## src/rtl/wb_burst_master_if.sv

```systemverilog
`default_nettype none
// ============================================================================
// Module   : wb_burst_master_if
// Brief    : Wishbone B3 master/slave signal bundle used by wb_burst_master.
// Revision : 1.0 - initial release
// ============================================================================
interface wb_burst_master_if;
  logic [31:0] wb_adr_o;
  logic [31:0] wb_dat_o;
  logic [3:0]  wb_sel_o;
  logic        wb_we_o;
  logic        wb_cyc_o;
  logic        wb_stb_o;
  logic [2:0]  wb_cti_o;
  logic [1:0]  wb_bte_o;
  logic [31:0] wb_dat_i;
  logic        wb_ack_i;
  logic        wb_err_i;

  modport master (
    output wb_adr_o, wb_dat_o, wb_sel_o, wb_we_o, wb_cyc_o, wb_stb_o,
           wb_cti_o, wb_bte_o,
    input  wb_dat_i, wb_ack_i, wb_err_i
  );

  modport slave (
    input  wb_adr_o, wb_dat_o, wb_sel_o, wb_we_o, wb_cyc_o, wb_stb_o,
           wb_cti_o, wb_bte_o,
    output wb_dat_i, wb_ack_i, wb_err_i
  );
endinterface
`default_nettype wire

```

## src/rtl/wb_burst_master.sv

```systemverilog
`default_nettype none
// ============================================================================
// Module   : wb_burst_master
// Brief    : Wishbone B3 initiator turning command/write streams into classic
//            and incrementing-burst cycles, with error and no-ack watchdog
//            termination.
// Revision : 1.0 - initial release
// ============================================================================
module wb_burst_master #(
  parameter int MAX_BURST = 16,
  parameter int LW        = $clog2(MAX_BURST),
  parameter int TIMEOUT   = 1023
) (
  input  logic          wb_clk,
  input  logic          wb_rst_n,
  input  logic          cmd_valid,
  output logic          cmd_ready,
  input  logic          cmd_we,
  input  logic [31:0]   cmd_adr,
  input  logic [LW-1:0] cmd_len,
  input  logic          wr_valid,
  output logic          wr_ready,
  input  logic [31:0]   wr_data,
  input  logic [3:0]    wr_sel,
  output logic          rd_valid,
  output logic [31:0]   rd_data,
  output logic          rd_last,
  output logic          done,
  output logic          err,
  wb_burst_master_if.master wb
);

  localparam int             WDW      = $clog2(TIMEOUT + 1);
  localparam logic [WDW-1:0] WD_LIMIT = WDW'(TIMEOUT - 1);
  localparam logic [2:0]     CTI_INC  = 3'b010;
  localparam logic [2:0]     CTI_END  = 3'b111;

  typedef enum logic [1:0] {
    IDLE  = 2'd0,
    WFILL = 2'd1,
    BUS   = 2'd2
  } state_t;

  state_t         state, state_nx;
  logic [31:0]    adr;
  logic [31:0]    dat;
  logic [3:0]     sel;
  logic           we;
  logic           cyc;
  logic           stb;
  logic [2:0]     cti;
  logic [LW-1:0]  remaining;
  logic [WDW-1:0] wdog;

  logic           last_beat;
  logic           beat_ack;
  logic           abort;
  logic           unused_adr_bits;

  // Address is word aligned; the low bits are intentionally dropped.
  assign unused_adr_bits = ^cmd_adr[1:0];

  assign wb.wb_adr_o = adr;
  assign wb.wb_dat_o = dat;
  assign wb.wb_sel_o = sel;
  assign wb.wb_we_o  = we;
  assign wb.wb_cyc_o = cyc;
  assign wb.wb_stb_o = stb;
  assign wb.wb_cti_o = cti;
  assign wb.wb_bte_o = 2'b00;

  // State register.
  always_ff @(posedge wb_clk or negedge wb_rst_n) begin
    if (!wb_rst_n) state <= IDLE;
    else           state <= state_nx;
  end

  // Next-state decode, beat qualification and client handshakes.
  always_comb begin
    last_beat = (remaining == '0);
    // Error wins over a simultaneous ack; the watchdog aborts the same way.
    abort     = (state == BUS) && stb &&
                (wb.wb_err_i || (!wb.wb_ack_i && (wdog == WD_LIMIT)));
    beat_ack  = (state == BUS) && stb && wb.wb_ack_i && !wb.wb_err_i;
    state_nx  = state;
    case (state)
      IDLE:  if (cmd_valid) state_nx = cmd_we ? WFILL : BUS;
      WFILL: if (wr_valid)  state_nx = BUS;
      BUS: begin
        if (abort)                   state_nx = IDLE;
        else if (beat_ack) begin
          if (last_beat)             state_nx = IDLE;
          else if (we && !wr_valid)  state_nx = WFILL;
        end
      end
      default: state_nx = IDLE;
    endcase
    // Held low while reset is asserted so every output reads zero in reset.
    cmd_ready = wb_rst_n && (state == IDLE);
    wr_ready  = (state == WFILL) || (beat_ack && we && !last_beat);
  end

  // Wishbone master registers, read-return path and completion pulses.
  always_ff @(posedge wb_clk or negedge wb_rst_n) begin
    if (!wb_rst_n) begin
      adr       <= '0;
      dat       <= '0;
      sel       <= '0;
      we        <= 1'b0;
      cyc       <= 1'b0;
      stb       <= 1'b0;
      cti       <= '0;
      remaining <= '0;
      rd_valid  <= 1'b0;
      rd_data   <= '0;
      rd_last   <= 1'b0;
      done      <= 1'b0;
      err       <= 1'b0;
    end else begin
      rd_valid <= 1'b0;
      rd_last  <= 1'b0;
      done     <= 1'b0;
      err      <= 1'b0;
      case (state)
        IDLE: begin
          if (cmd_valid) begin
            adr       <= {cmd_adr[31:2], 2'b00};
            we        <= cmd_we;
            remaining <= cmd_len;
            cti       <= (cmd_len == '0) ? CTI_END : CTI_INC;
            sel       <= 4'hF;
            cyc       <= 1'b1;
            stb       <= !cmd_we;
          end
        end
        WFILL: begin
          if (wr_valid) begin
            dat <= wr_data;
            sel <= wr_sel;
            stb <= 1'b1;
          end
        end
        BUS: begin
          if (abort) begin
            cyc <= 1'b0;
            stb <= 1'b0;
            we  <= 1'b0;
            cti <= '0;
            err <= 1'b1;
          end else if (beat_ack) begin
            if (!we) begin
              rd_valid <= 1'b1;
              rd_data  <= wb.wb_dat_i;
              rd_last  <= last_beat;
            end
            if (last_beat) begin
              cyc  <= 1'b0;
              stb  <= 1'b0;
              we   <= 1'b0;
              cti  <= '0;
              done <= 1'b1;
            end else begin
              adr       <= adr + 32'd4;
              remaining <= remaining - LW'(1);
              cti       <= (remaining == LW'(1)) ? CTI_END : CTI_INC;
              if (we) begin
                if (wr_valid) begin
                  dat <= wr_data;
                  sel <= wr_sel;
                end else begin
                  stb <= 1'b0;
                end
              end
            end
          end
        end
        default: ;
      endcase
    end
  end

  // No-response watchdog: counts strobe cycles since the last slave reply.
  always_ff @(posedge wb_clk or negedge wb_rst_n) begin
    if (!wb_rst_n)
      wdog <= '0;
    else if (!stb || wb.wb_ack_i || wb.wb_err_i || abort)
      wdog <= '0;
    else
      wdog <= wdog + WDW'(1);
  end

endmodule
`default_nettype wire
```

## src/flat_wrapper.sv

```systemverilog
// flat-port wrapper written by rule: the top's interface ports become plain ports
module wb_burst_master_flat 
#(
  parameter int MAX_BURST = 16,
  parameter int LW        = $clog2(MAX_BURST),
  parameter int TIMEOUT   = 1023
)
  (wb_clk, wb_rst_n, cmd_valid, cmd_ready, cmd_we, cmd_adr, cmd_len, wr_valid, wr_ready, wr_data, wr_sel, rd_valid, rd_data, rd_last, done, err, wb_wb_adr_o, wb_wb_dat_o, wb_wb_sel_o, wb_wb_we_o, wb_wb_cyc_o, wb_wb_stb_o, wb_wb_cti_o, wb_wb_bte_o, wb_wb_dat_i, wb_wb_ack_i, wb_wb_err_i);
  wb_burst_master_if wb_i ();
  input  logic wb_clk;
  input  logic wb_rst_n;
  input  logic cmd_valid;
  output logic cmd_ready;
  input  logic cmd_we;
  input  logic [31:0] cmd_adr;
  input  logic [LW-1:0] cmd_len;
  input  logic wr_valid;
  output logic wr_ready;
  input  logic [31:0] wr_data;
  input  logic [3:0] wr_sel;
  output logic rd_valid;
  output logic [31:0] rd_data;
  output logic rd_last;
  output logic done;
  output logic err;
  output wire logic [$bits(wb_i.wb_adr_o)-1:0] wb_wb_adr_o;
  output wire logic [$bits(wb_i.wb_dat_o)-1:0] wb_wb_dat_o;
  output wire logic [$bits(wb_i.wb_sel_o)-1:0] wb_wb_sel_o;
  output wire logic [$bits(wb_i.wb_we_o)-1:0] wb_wb_we_o;
  output wire logic [$bits(wb_i.wb_cyc_o)-1:0] wb_wb_cyc_o;
  output wire logic [$bits(wb_i.wb_stb_o)-1:0] wb_wb_stb_o;
  output wire logic [$bits(wb_i.wb_cti_o)-1:0] wb_wb_cti_o;
  output wire logic [$bits(wb_i.wb_bte_o)-1:0] wb_wb_bte_o;
  input wire logic [$bits(wb_i.wb_dat_i)-1:0] wb_wb_dat_i;
  input wire logic [$bits(wb_i.wb_ack_i)-1:0] wb_wb_ack_i;
  input wire logic [$bits(wb_i.wb_err_i)-1:0] wb_wb_err_i;
  assign wb_wb_adr_o = wb_i.wb_adr_o;
  assign wb_wb_dat_o = wb_i.wb_dat_o;
  assign wb_wb_sel_o = wb_i.wb_sel_o;
  assign wb_wb_we_o = wb_i.wb_we_o;
  assign wb_wb_cyc_o = wb_i.wb_cyc_o;
  assign wb_wb_stb_o = wb_i.wb_stb_o;
  assign wb_wb_cti_o = wb_i.wb_cti_o;
  assign wb_wb_bte_o = wb_i.wb_bte_o;
  assign wb_i.wb_dat_i = wb_wb_dat_i;
  assign wb_i.wb_ack_i = wb_wb_ack_i;
  assign wb_i.wb_err_i = wb_wb_err_i;
  wb_burst_master #(.MAX_BURST(MAX_BURST), .LW(LW), .TIMEOUT(TIMEOUT)) u_core (.wb_clk(wb_clk), .wb_rst_n(wb_rst_n), .cmd_valid(cmd_valid), .cmd_ready(cmd_ready), .cmd_we(cmd_we), .cmd_adr(cmd_adr), .cmd_len(cmd_len), .wr_valid(wr_valid), .wr_ready(wr_ready), .wr_data(wr_data), .wr_sel(wr_sel), .rd_valid(rd_valid), .rd_data(rd_data), .rd_last(rd_last), .done(done), .err(err), .wb(wb_i));
endmodule
```

## config.mk

```make
export PLATFORM = sky130hd
export DESIGN_NAME = wb_burst_master_flat
export DESIGN_NICKNAME = d
export VERILOG_FILES = /design/src/rtl/wb_burst_master_if.sv /design/src/rtl/wb_burst_master.sv /design/src/flat_wrapper.sv
export SDC_FILE = /design/constraint.sdc
export NUM_CORES = 1
export LEC_CHECK = 0
export BUFFER_PORTS_ARGS = -buffer_cell sky130_fd_sc_hd__buf_4
export CORE_ASPECT_RATIO = 0.75
export CORE_UTILIZATION = 50
export CTS_CLUSTER_SIZE = 8
export DETAILED_ROUTE_END_ITERATION = 10
export GPL_TIMING_DRIVEN = 0
export PLACE_DENSITY = 0.84
export SETUP_SLACK_MARGIN = 0.02
export SYNTH_ARGS = -nofsm -noshare
export SYNTH_HDL_FRONTEND = slang
export SYNTH_SLANG_ARGS = --single-unit
```

## constraint.sdc

```tcl
create_clock -name wb_clk -period 3.5 [get_ports wb_clk]
set_input_delay 0.7 -clock wb_clk [delete_from_list [all_inputs] [get_ports wb_clk]]
set_output_delay 0.7 -clock wb_clk [all_outputs]
set_load 0.1 [all_outputs]
```

==> metrics.cfg <==
[job]
drv_cap = 0

[global_route]
first_global_vias = 5199
grt_overflow = 0
antenna_found_initial = 0
grt_first_pass_wirelength_um = 26460
grt.total_usage = 0.2860
grt_start_max_net_pins = 107

[clock_network]
cts_buffers = 17
post-cts-setup-buffers = 0
tritoncts = built
worstSkewPairLatency_ps = 410
clock-sinks = 123
cts-resized-gates = 0
clk_pin_slew_worst_paths_ps = 60
clk_path_buf_depth = 2
cts_hold_buf = 0
root_buffer = clkbuf_16
htree_levels = 4

[synthesis]
ys_seq_area_frac = 0.5192
postSynth.asyncResetShare = 1.000
synth_edf_count = 0
syn_area_mm2 = 0.005928
synth_ff_type = dfrtp_1
synth.avg_cell_area_um2 = 11.08
synthCells = 535
yosysWarningCount = 0
yosysUniqueCellTypes = 58
synth-seq-cells = 123

[placed_design]
io_buffers = 218
place_congestion = 0.9445
place.detailed.hpwl_um = 12520

[final_layout]
nNetsFinal = 896
utilization = 0.7212
area_growth_pct = 40.78
diodes = 0
drive_gt1_frac = 0.4416

[floorplanning]
fp.dieW_um = 127.7
die_h_um = 96.30
start_util = 0.5123
core_mm2 = 0.01157
rows = 34
die_area_mm2 = 0.01230
ioPinCount = 225

[worst_setup_path]
cp.arrival_ps = 2440
crit_family = simple AND/OR/NAND/NOR gates
crit_type = flop to output pin
required_ps = 2800
slowest_stage = dfrtp_1
crit_fanout = 10
crit_path_end_kind = output pin
startpoint_type = flop
critPathBufInv = 3
worst_path_largest_cell_delay_ps = 430
crit_chain = inv_1 -> ha_1 -> buf_2 -> nand4b_1 -> nor2_1 -> nand2_1 -> nand2_1 -> buf_4
crit_top_cell = nand2_1

[timing]
fmax_mhz = 319.0
setup_tns_ps = 0
final-hold-violation-count = 0
maxSlewViolCount = 0
fin_skew_ps = 9.016
period_needed_ps = 3135
setup_viol = 0
timing.slew.headroom = 0.2949
rsz0062_at_grt = false
tightest_slew_ps = 1049
fin_crit_sh = 0.8958

[route]
vias = 5340
dr.pass1.iters = 7
wl_per_cell_um = 18.43
drcViolationCount = 0
avgViaCountPerCell = 5.621
wirelength_um = 17510
drtIter0Drc = 397
ant_nets = 0

[hold_path]
hp-class = primary input to asynchronous set/reset pin

[status]
status = finished, final reports clean

-- metrics by stage --
step | hold WS [ps] | cells | setup WS [ps] | instance area [µm²]
after floorplan | 404.4 | 538 | 386.9 | 5939
after global placement | 473.5 | 918 | 360.3 | 7779
after detailed placement | 466.8 | 919 | 593.7 | 7810
after CTS | 118.3 | 950 | 406.1 | 8346
after global routing | 121.9 | 950 | 235.1 | 8346
final | 120.8 | 950 | 364.8 | 8346
-- cell usage after synthesis (all sizes together) (2+ instances only) --
cell type  instances  area (µm²)
inv               12       45.04
and2               4       25.02
mux2i              8       80.08
clkbuf            14       52.55
nand3             18       90.09
nor2b              2       12.51
nor3              16       80.08
a21oi             13       65.06
o221ai             2       17.52
a311oi             3       32.53
or2                3       18.77
or3                7       43.79
ha                 9       112.6
nand2             49       183.9
a21o               2       15.01
dfrtp            123        3078
a221o              3       30.03
or4                3       22.52
mux2              73       822.0
a22oi             16       120.1
xnor2              4       35.03
nor2              42       162.6
o21ai             20       100.1
nor4              12       102.6
buf               13       83.83
nor3b              3       22.52
and4               2       17.52
o211ai             5       37.54
nand2b             7       43.79
a31oi              2       12.51
nand4             14       93.84
o22ai              6       37.54
and3               2       12.51
a211oi             3       22.52
o211a              2       20.02
xor2               4       35.03
-- layer usage --
metal | track usage | share of wire
met1 | 0.3451 | 0.38
met2 | 0.4823 | 0.50
met3 | 0.08671 | 0.095
met4 | 0.1196 | 0.021
met5 | 0 | 0
-- path summary, 6_finish.rpt --
kind | start | to | slack, ps | depth (start not counted)
setup / recovery | u_core.state[0] | wr_ready | 360 | 8
hold / removal | wb_rst_n | u_core.wb.wb_adr_o[16] | 120 | 1
setup reg to reg | u_core.state[0] | u_core.wb.wb_dat_o[23] | 560 | 9
hold reg to reg | u_core.wb.wb_cyc_o | u_core.wb.wb_cyc_o | 480 | 1
max in group asynchronous | wb_rst_n | u_core.wb.wb_sel_o[2] | 2610 | 2
min in group wb_clk | u_core.wb.wb_cyc_o | u_core.wb.wb_cyc_o | 480 | 1
-- kinds of logic (layout without fill, tap and decap cells) --
group                    after synthesis  after routing  synth area share
flip-flops                           123            123            0.5192
multiplexers                          81             81            0.1522
buffers and inverters                 39            289           0.03060
AND/OR/NAND/NOR                      188            188            0.1636
AO/OA/AOI/OAI                         86             86            0.1030
XOR/XNOR                               8              8           0.01182
adder cells (fa/ha/maj)                9              9           0.01900
other                                  1              4         0.0006326
-- cell usage in the layout, fill, tap and decap left out, types with 3 or more instances in the layout --
cell | netlist | layout
clkbuf_16 | 0 | 17
clkinv_2 | 0 | 3
a21oi_1 | 13 | 13
inv_1 | 12 | 12
nand2b_1 | 7 | 7
nand4_1 | 13 | 13
or2_2 | 3 | 3
mux2_2 | 73 | 73
buf_2 | 7 | 7
or3_1 | 7 | 7
o21ai_0 | 19 | 19
a22oi_1 | 16 | 16
o211ai_1 | 5 | 5
buf_4 | 5 | 222
xnor2_1 | 4 | 4
clkinvlp_4 | 0 | 5
nor2_1 | 40 | 40
dfrtp_1 | 123 | 123
nand2_1 | 49 | 49
mux2i_1 | 8 | 8
o22ai_1 | 6 | 6
ha_1 | 9 | 9
clkbuf_1 | 14 | 14
nor4_1 | 9 | 9
and2_1 | 4 | 4
nor3_1 | 16 | 16
clkinv_4 | 0 | 3
or4_1 | 3 | 3
nor3b_1 | 3 | 3
conb_1 | 1 | 4
nand3_1 | 18 | 18
a221o_1 | 3 | 3
xor2_1 | 4 | 4
a211oi_1 | 3 | 3
-- worst register-to-register path, stage by stage, from the launching register on --
cell      delay (ps)
dfrtp_1          430
inv_1            100
ha_1             140
buf_2            230
nand4b_1         270
nor2_1           310
nand2_1          150
a21oi_1          460
buf_2            350
mux2_2           380
-- layout make-up --
type                       count  area [µm²]
inverter                      12       45.04
buffer                        27       136.4
timing repair buffer         219        1668
sequential                   123        3078
multi-input combinational    376        2680
clock inverter                13       96.34
clock buffer                  18       439.2
tap                          162       202.7
fill                         848        3226
-- registers in the layout (all words and copies together), names as in the netlist --
register	cells
u_core.remaining	4
u_core.wb.wb_sel_o	4
u_core.err	1
u_core.wb.wb_dat_o	32
u_core.state	2
u_core.wb.wb_cti_o	2
u_core.wb.wb_adr_o	30
u_core.rd_last	1
u_core.done	1
u_core.rd_data	32
u_core.wb.wb_cyc_o	1
u_core.wb.wb_we_o	1
u_core.rd_valid	1
u_core.wb.wb_stb_o	1
u_core.wdog	10
Power is left out: the tool's default activity adds up to more than one toggle a clock period on the data nets, which glitch-free logic cannot reach.
